## src/rtl/alsu_pkg.sv

```systemverilog
// rtl/alsu_pkg.sv - shared command layout, widths and FSM encoding for the ALSU operand driver
package alsu_pkg;

    localparam int CMD_W  = 16;
    localparam int OUT_W  = 6;
    localparam int LEDS_W = 16;

    localparam int A_MSB      = 15;
    localparam int A_LSB      = 13;
    localparam int B_MSB      = 12;
    localparam int B_LSB      = 10;
    localparam int OP_MSB     = 9;
    localparam int OP_LSB     = 7;
    localparam int CIN_BIT    = 6;
    localparam int SERIAL_BIT = 5;
    localparam int DIR_BIT    = 4;
    localparam int RED_A_BIT  = 3;
    localparam int RED_B_BIT  = 2;
    localparam int BYP_A_BIT  = 1;
    localparam int BYP_B_BIT  = 0;

    typedef struct packed {
        logic [2:0] a;
        logic [2:0] b;
        logic [2:0] opcode;
        logic       cin;
        logic       serial_in;
        logic       diraction;
        logic       red_op_a;
        logic       red_op_b;
        logic       bypass_a;
        logic       bypass_b;
    } alsu_cmd_t;

    typedef enum logic [1:0] {
        ST_IDLE = 2'd0,
        ST_WAIT = 2'd1,
        ST_RESP = 2'd2
    } drv_state_e;

    function automatic alsu_cmd_t unpack_cmd(input logic [CMD_W-1:0] raw);
        alsu_cmd_t c;
        c.a         = raw[A_MSB:A_LSB];
        c.b         = raw[B_MSB:B_LSB];
        c.opcode    = raw[OP_MSB:OP_LSB];
        c.cin       = raw[CIN_BIT];
        c.serial_in = raw[SERIAL_BIT];
        c.diraction = raw[DIR_BIT];
        c.red_op_a  = raw[RED_A_BIT];
        c.red_op_b  = raw[RED_B_BIT];
        c.bypass_a  = raw[BYP_A_BIT];
        c.bypass_b  = raw[BYP_B_BIT];
        return c;
    endfunction

endpackage

```

## src/rtl/alsu_cmd_fifo.sv

```systemverilog
// rtl/alsu_cmd_fifo.sv - synchronous command FIFO with full/empty flags
module alsu_cmd_fifo
    import alsu_pkg::*;
#(
    parameter int DEPTH = 4,
    parameter int WIDTH = CMD_W
) (
    input  logic             clk_i,
    input  logic             rst_ni,
    input  logic             push_i,
    input  logic [WIDTH-1:0] wdata_i,
    input  logic             pop_i,
    output logic [WIDTH-1:0] rdata_o,
    output logic             full_o,
    output logic             empty_o
);

    localparam int PTR_W = $clog2(DEPTH);
    localparam int CNT_W = PTR_W + 1;

    logic [WIDTH-1:0] mem_q [DEPTH];
    logic [PTR_W-1:0] wr_ptr_q;
    logic [PTR_W-1:0] rd_ptr_q;
    logic [CNT_W-1:0] count_q;
    logic             do_push;
    logic             do_pop;

    assign full_o  = (count_q == CNT_W'(DEPTH));
    assign empty_o = (count_q == '0);
    assign do_push = push_i && !full_o;
    assign do_pop  = pop_i && !empty_o;
    assign rdata_o = mem_q[rd_ptr_q];

    // Storage is not reset; only pointers and count define validity.
    always_ff @(posedge clk_i) begin
        if (do_push) begin
            mem_q[wr_ptr_q] <= wdata_i;
        end
    end

    always_ff @(posedge clk_i or negedge rst_ni) begin
        if (!rst_ni) begin
            wr_ptr_q <= '0;
            rd_ptr_q <= '0;
            count_q  <= '0;
        end else begin
            if (do_push) begin
                wr_ptr_q <= wr_ptr_q + PTR_W'(1);
            end
            if (do_pop) begin
                rd_ptr_q <= rd_ptr_q + PTR_W'(1);
            end
            if (do_push && !do_pop) begin
                count_q <= count_q + CNT_W'(1);
            end else if (do_pop && !do_push) begin
                count_q <= count_q - CNT_W'(1);
            end
        end
    end

endmodule

```

## src/rtl/alsu_op_driver.sv

```systemverilog
// rtl/alsu_op_driver.sv - queues ALSU commands, drives them onto the ALSU pins and returns tagged results
module alsu_op_driver
    import alsu_pkg::*;
#(
    parameter int FIFO_DEPTH = 4,
    parameter int ALSU_LAT   = 2,
    parameter int SEQ_W      = 4
) (
    input  logic              CLK,
    input  logic              RST_n,
    input  logic              cmd_valid,
    output logic              cmd_ready,
    input  logic [CMD_W-1:0]  cmd_data,
    output logic [2:0]        alsu_A,
    output logic [2:0]        alsu_B,
    output logic [2:0]        alsu_opcode,
    output logic              alsu_cin,
    output logic              alsu_serial_in,
    output logic              alsu_diraction,
    output logic              alsu_red_op_A,
    output logic              alsu_red_op_B,
    output logic              alsu_bypass_A,
    output logic              alsu_bypass_B,
    input  logic [OUT_W-1:0]  alsu_out,
    input  logic [LEDS_W-1:0] alsu_leds,
    output logic              rsp_valid,
    input  logic              rsp_ready,
    output logic [OUT_W-1:0]  rsp_out,
    output logic              rsp_invalid,
    output logic [SEQ_W-1:0]  rsp_seq,
    output logic              busy
);

    localparam int CNT_W = $clog2(ALSU_LAT + 1);

    drv_state_e       state_q;
    alsu_cmd_t        drv_q;
    logic [CNT_W-1:0] cnt_q;
    logic             acc_q;
    logic [SEQ_W-1:0] seq_q;
    logic             rsp_valid_q;
    logic [OUT_W-1:0] rsp_out_q;
    logic             rsp_invalid_q;
    logic [SEQ_W-1:0] rsp_seq_q;

    logic [CMD_W-1:0] fifo_rdata;
    logic             fifo_full;
    logic             fifo_empty;
    logic             fifo_push;
    logic             fifo_pop;
    logic             leds_any;
    alsu_cmd_t        head_cmd;

    assign cmd_ready = !fifo_full;
    assign fifo_push = cmd_valid && !fifo_full;
    assign fifo_pop  = (state_q == ST_IDLE) && !fifo_empty;
    assign head_cmd  = unpack_cmd(fifo_rdata);
    assign leds_any  = |alsu_leds;

    alsu_cmd_fifo #(
        .DEPTH (FIFO_DEPTH),
        .WIDTH (CMD_W)
    ) u_cmd_fifo (
        .clk_i   (CLK),
        .rst_ni  (RST_n),
        .push_i  (fifo_push),
        .wdata_i (cmd_data),
        .pop_i   (fifo_pop),
        .rdata_o (fifo_rdata),
        .full_o  (fifo_full),
        .empty_o (fifo_empty)
    );

    // The ALSU result is taken on the last wait cycle; the live leds value of
    // that same cycle is folded into the invalid flag along with the history.
    always_ff @(posedge CLK or negedge RST_n) begin
        if (!RST_n) begin
            state_q       <= ST_IDLE;
            drv_q         <= '0;
            cnt_q         <= '0;
            acc_q         <= 1'b0;
            seq_q         <= '0;
            rsp_valid_q   <= 1'b0;
            rsp_out_q     <= '0;
            rsp_invalid_q <= 1'b0;
            rsp_seq_q     <= '0;
        end else begin
            case (state_q)
                ST_IDLE: begin
                    if (!fifo_empty) begin
                        drv_q   <= head_cmd;
                        cnt_q   <= CNT_W'(ALSU_LAT);
                        acc_q   <= 1'b0;
                        state_q <= ST_WAIT;
                    end
                end
                ST_WAIT: begin
                    acc_q <= acc_q | leds_any;
                    cnt_q <= cnt_q - CNT_W'(1);
                    if (cnt_q == CNT_W'(1)) begin
                        rsp_out_q     <= alsu_out;
                        rsp_invalid_q <= acc_q | leds_any;
                        rsp_seq_q     <= seq_q;
                        seq_q         <= seq_q + SEQ_W'(1);
                        rsp_valid_q   <= 1'b1;
                        state_q       <= ST_RESP;
                    end
                end
                ST_RESP: begin
                    if (rsp_ready) begin
                        rsp_valid_q <= 1'b0;
                        state_q     <= ST_IDLE;
                    end
                end
                default: begin
                    state_q <= ST_IDLE;
                end
            endcase
        end
    end

    assign alsu_A         = drv_q.a;
    assign alsu_B         = drv_q.b;
    assign alsu_opcode    = drv_q.opcode;
    assign alsu_cin       = drv_q.cin;
    assign alsu_serial_in = drv_q.serial_in;
    assign alsu_diraction = drv_q.diraction;
    assign alsu_red_op_A  = drv_q.red_op_a;
    assign alsu_red_op_B  = drv_q.red_op_b;
    assign alsu_bypass_A  = drv_q.bypass_a;
    assign alsu_bypass_B  = drv_q.bypass_b;

    assign rsp_valid   = rsp_valid_q;
    assign rsp_out     = rsp_out_q;
    assign rsp_invalid = rsp_invalid_q;
    assign rsp_seq     = rsp_seq_q;
    assign busy        = (state_q != ST_IDLE) || !fifo_empty;

endmodule

```

## config.mk

```make
export PLATFORM = sky130hd
export DESIGN_NAME = alsu_op_driver
export DESIGN_NICKNAME = d
export VERILOG_FILES = /design/src/rtl/alsu_pkg.sv /design/src/rtl/alsu_cmd_fifo.sv /design/src/rtl/alsu_op_driver.sv
export SDC_FILE = /design/constraint.sdc
export NUM_CORES = 1
export LEC_CHECK = 0
export CAP_MARGIN = 30
export CORE_ASPECT_RATIO = 0.5
export CORE_MARGIN = 2
export CORE_UTILIZATION = 47
export CTS_CLUSTER_DIAMETER = 100
export DETAILED_ROUTE_END_ITERATION = 8
export PLACE_DENSITY = 0.75
export SYNTH_ARGS = -nofsm -noshare
export SYNTH_HDL_FRONTEND = slang
export SYNTH_SLANG_ARGS = --single-unit
```

## constraint.sdc

```tcl
create_clock -name CLK -period 2 [get_ports CLK]
set_input_delay 0.3 -clock CLK [delete_from_list [all_inputs] [get_ports CLK]]
set_output_delay 0.3 -clock CLK [all_outputs]
set_load 0.05 [all_outputs]
```

# ---- Word level (Yosys, flattened, before mapping)
# Memories as Yosys holds them, arrays and structs flattened. A register that Yosys moved wholly into a read port is not among the register bits.
# Cells that the tools add are included.
dict set report totals {
  in_bits 42
  reg_bits 28
  mem_count 1
  out_inout_bits 30
  ram_bits 64
}
dict set report op_classes {
  n_mux 15
  n_addsub 6
  eq_ne 7
  n_bitwise 2
  reduce_logical 24
}
# memory depth word_bits rd rd_clocked_by_memory_dff wr line_no
set mem_list {}
lappend mem_list {u_cmd_fifo.mem_q 4 16 1 1 1 alsu_cmd_fifo.sv:21} ;# logic [WIDTH-1:0] mem_q [DEPTH];
# operator n
set op_table {}
lappend op_table {{$reduce_or 16->1} 1}
lappend op_table {{$mux 2} 4}
lappend op_table {{$reduce_bool 2->1} 4}
lappend op_table {{$logic_and 1x1->1} 6}
lappend op_table {{$mux 3} 2}
lappend op_table {{$ne 2x2->1 const B} 3}
lappend op_table {{$pmux 2 s3} 1}
lappend op_table {{$reduce_and 2->1} 3}
lappend op_table {{$reduce_and 3->1} 2}
lappend op_table {{$logic_not 1->1} 5}
lappend op_table {{$mux 1} 5}
lappend op_table {{$add 2x1->2 const B} 2}
lappend op_table {{$add 4x1->4 const B} 1}
lappend op_table {{$eq 2x1->1 const B} 2}
lappend op_table {{$pmux 1 s2} 2}
lappend op_table {{$pmux 2 s2} 1}
lappend op_table {{$add 3x1->3 const B} 1}
lappend op_table {{$eq 3x3->1 const B} 1}
lappend op_table {{$logic_not 3->1} 1}
lappend op_table {{$sub 3x1->3 const B} 1}
lappend op_table {{$eq 2x2->1 const B} 1}
lappend op_table {{$logic_not 2->1} 1}
lappend op_table {{$sub 2x1->2 const B} 1}
lappend op_table {{$logic_or 1x1->1} 1}
lappend op_table {{other kinds (2)} 2}

# ---- Logic depth before layout (Yosys ltp)
dict set report depth {
  word_depth 8
  ltp_mapped 9
  ltp_nobuf 8
}

# ---- By module
# From an unflattened synthesis, not the netlist that was laid out.
dict set report hier_totals {
  cells_unflattened 283
  area_unflattened_um2 4294.1
}
# mod cells_per_inst instances area_each_um2 seq_area_each_um2
set modules_own_cells {}
lappend modules_own_cells {alsu_cmd_fifo 120 1 2778.9 2097.0}
lappend modules_own_cells {alsu_op_driver 163 1 1515.2 925.9}

# ---- Least setup slack after synthesis
# Ideal clock, no wire load.
dict set report synth_timing {
  path_type {register to register}
  from {reg u_cmd_fifo.count_q[1]}
  to {reg u_cmd_fifo.count_q[2]}
  setup_time_ns 0.079
  arrival_time_ns 2.116
  slack_ns -0.195
  path_stages_with_launch 10
  path_cell_list {dfrtp_1 -> or3_1 -> nand2_4 -> buf_6 -> ha_1 -> inv_1 -> fa_1 -> xor2_1 -> nor2_1 -> xor2_1}
}
dict set report synth_between {
  elab_chain_cells 7
  word_cells_on_any_way 17
  classes_between {add/sub: 2; eq/ne: 1; mux: 2; reduce/logical: 12}
}
# item line_no
set synth_lines {}
lappend synth_lines {{start: declaration} alsu_cmd_fifo.sv:24} ;# logic [CNT_W-1:0] count_q;
lappend synth_lines {{start signal: assignment} alsu_cmd_fifo.sv:54} ;# count_q <= count_q + CNT_W'(1);
lappend synth_lines {{start signal: assignment} alsu_cmd_fifo.sv:56} ;# count_q <= count_q - CNT_W'(1);
lappend synth_lines {{branches (longest 7 deep; another with $sub 3x1->3)} --}
# Parallel ways; which one is timed is not known. The select of a mux whose other input is x is not followed.
# A chain may end at the register's enable or synchronous reset.

# ---- Worst setup path after layout
dict set report layout_timing {
  from {reg u_cmd_fifo.count_q[2]}
  to {reg u_cmd_fifo.count_q[2]}
}
# Same word-level chain as after synthesis.

==> run_results.csv <==
group,metric,value,unit
global_routing,grt_pass1_wl,12700,µm
cells_and_area,nets,386,
pwr,power.leakage,0.00211,µW
sta,worstMarginPinSlew,0.554,ns
floorplan,die_w,138,µm
worst_setup_path,required,2.28,ns
worst_hold_path,hp-class,"reg -> reg",
yosys,netlist_top_cells_count,"edfxtp_1, dfrtp_1, nand2_1",
yosys,synthArstFlopShare,40.7,%
sta,timing.fmax,516,MHz
drt,drtPass1Iterations,4,
pwr,pwr-share-seq,37.2,%
worst_setup_path,worstSetupStartpointType,"flip-flop",
cells_and_area,area_growth,31.4,%
drt,viasPerCell,5.12,
drt,ant_nets,0,
worst_hold_path,hold_end,"rsp_out[2]",
yosys,yosysWarnings,0,
worst_setup_path,cp-end-kind,"flip-flop",
pwr,p_per_area,1660,mW/mm²
clock_tree,insertion_delay,0.35,ns
clock_tree,path_clk_slew,0.07,ns
global_routing,grt_max_degree,25,
sta,whs,0.473,ns
pwr,p_comb_share,42.8,%
yosys,netlist_area,0.00424,mm²
worst_setup_path,path_class,"reg -> reg",
sta,max_slew_margin,62.7,%
drt,first_iter_violations,97,
run_status,status,"finished, final reports clean",
floorplan,dieArea,0.00984,mm²
pwr,p_clk_share,20.0,%
flow_run,maxCapViolations,0,
drt,avgRoutedWirePerCell,17.1,µm
sta,period_share,97.0,%
worst_hold_path,hold_depth,2,
worst_setup_path,r2r-end,"u_cmd_fifo.count_q[2]",
yosys,yosysMostFrequentCell,"edfxtp_1",
worst_hold_path,worstHoldStart,"rsp_out[2]",
yosys,ys.flop_type,"edfxtp_1",
clock_tree,cts_made_buffers,9,
global_routing,grt.total_usage,17.2,%
yosys,ys_top_cells_by_area,"edfxtp_1, dfrtp_1, mux4_2, mux2_2, nand2_1",
pwr,p_int,5820,µW
cells_and_area,layout-drive-gt1-share,20.5,%
sta,hold_viol_final,0,
cells_and_area,final_core_util,63.7,%
drt,routed_wl,7830,µm
sta,setup_viol,0,
yosys,ys_ff_latch,108,
yosys,avgSynthCellArea,17.3,µm²
clock_tree,cts_tree,"done",
global_routing,grt_pass1_vias,2525,
sta,fin_crit,1.94,ns
yosys,seq_area_frac_synth,71.3,%
clock_tree,h-tree-depth,3,
floorplan,placementRows,24,
sta,rsz0062_at_grt,"false",
place,place_hpwl,5260,µm
worst_setup_path,r2r_start,"u_cmd_fifo.count_q[2]",
worst_setup_path,rr_worst_depth,8,
floorplan,start_util,48.5,%
worst_setup_path,arrival,2.22,ns
drt,vias,2344,
pwr,switchingPower,3400,µW
global_routing,gr-total-overflow,0,
yosys,synth_edf_count,64,
cells_and_area,antenna_cells,0,
place,io_buffer_count,71,
floorplan,dieHeight,71.2,µm
yosys,netlist_instances,245,
yosys,synth_top_area_share,45.3,%
floorplan,coreArea,0.00874,mm²
yosys,synth_cell_type_count,35,
worst_setup_path,worstSetupStartpoint,"u_cmd_fifo.count_q[2]",
clock_tree,cts_resized,0,
sta,fin_skew,0.00751,ns
floorplan,ios,72,
global_routing,antenna_found_initial,0,
drt,drc,0,
clock_tree,cts_max_path_buffers,2,
clock_tree,numClockSinks,108,
yosys,yosysTopAreaCell,"edfxtp_1",
worst_setup_path,critPathMaxFanout,3,
pwr,ir_worst_vdd,0.692,mV
worst_setup_path,r2r_setup_slack,0.06,ns
place,gp_congestion,0.835,
pwr,p_sw_share,36.9,%
sta,timing.setup.tns,0,ns
sta,drv_slew,0,
yosys,syn_nets,295,
clock_tree,cts-root-buf,"clkbuf_16",
per-stage QoR:
stage                     total power [µW]  worst slack, ns  instances  instance area, µm²
final                                 9230           0.0608        458                5570
after global routing                  9710           0.0130        458                5570
after CTS                             9340           0.0360        458                5570
after detailed placement              7470          -0.0641        441                5250
after global placement                7260           0.0355        441                5250
after floorplan                       6120          -0.0789        245                4270
worst max-delay path by stage:
stage	to	slack [ns]
final	u_cmd_fifo.count_q[2]	0.06
after global routing	u_cmd_fifo.count_q[2]	0.01
after CTS	u_cmd_fifo.count_q[2]	0.04
after detailed placement	u_cmd_fifo.count_q[2]	-0.06
after global placement	u_cmd_fifo.count_q[2]	0.04
after floorplan	u_cmd_fifo.count_q[2]	-0.08
sequential cells by signal, indices dropped and copies added, names as in the netlist, 3 cells and up:
| signal | count |
|---|---|
| u_cmd_fifo.count_q | 3 |
| alsu_B | 3 |
| rsp_seq | 4 |
| alsu_opcode | 3 |
| seq_q | 4 |
| u_cmd_fifo.mem_q | 64 |
| rsp_out | 6 |
| alsu_A | 3 |
layer usage:
metal / vias up / wire [µm] / global-route usage, % / share of wire, %
met4: 0 / 29 / 3.85 / 0.37
li1: 1094 / - / - / -
met1: 1189 / 3250 / 20.0 / 42
met3: 4 / 425 / 5.96 / 5.4
met5: - / 0 / 0 / 0
met2: 57 / 4120 / 31.4 / 53
timing repair:
action / in CTS / in global routing
setup endpoints to repair: 0 / 1
buffers inserted: 0 / 0
hold endpoints to repair: 20 / 0
hold buffers: 1 / 0
critical path: stages (launching register included):
cell	delay [ns]
dfrtp_1	0.39
or3_4	0.44
nand2_8	0.10
ha_4	0.14
inv_2	0.04
fa_2	0.34
xor2_1	0.15
nor2_1	0.13
xor2_1	0.15
area by class of cell:
type / count / area (µm²)
fill: 614 / 3170
sequential: 108 / 3020
inverter: 5 / 18.8
multi-input combinational: 124 / 1160
clock buffer: 9 / 225
clock inverter: 7 / 88.8
timing repair buffer: 88 / 906
tap: 117 / 146
power by group through the flow:
stage,clock network [µW],logic [µW],registers (µW)
6_report,1850,3950,3430
2_1_floorplan,0,1740,4380
3_3_place_gp,0,3840,3420
5_1_grt,1990,4210,3500
3_5_place_dp,0,3990,3480
4_1_cts,1900,4010,3430
cells in the final DEF (no fill, tap or decap), types with 2 or more instances in the layout:
| master | n |
|---|---|
| a21oi_1 | 3 |
| and2_1 | 4 |
| buf_12 | 6 |
| buf_4 | 12 |
| clkbuf_16 | 9 |
| clkdlybuf4s50_1 | 68 |
| dfrtp_1 | 44 |
| edfxtp_1 | 64 |
| ha_1 | 6 |
| inv_1 | 4 |
| inv_6 | 2 |
| inv_8 | 3 |
| mux2_2 | 18 |
| mux4_1 | 5 |
| mux4_2 | 11 |
| nand2_1 | 36 |
| nand2b_1 | 2 |
| nor2_1 | 6 |
| nor4_1 | 2 |
| o21ai_0 | 3 |
| or4_1 | 3 |
| xnor2_1 | 7 |
| xor2_1 | 2 |
kinds of logic (layout without fill, tap and decap cells):
family          after synthesis  count (layout)  share of synthesized area [%]
simple gates                 61              61                           6.76
mux                          34              34                           13.7
fa+ha+maj                     8               8                           2.54
xor+xnor                      9               9                           1.86
compound gates               12              12                           1.83
flops                       108             108                           71.3
buf+inv                      13             109                           1.98
Note: power is estimated with default switching activity, not from simulation.
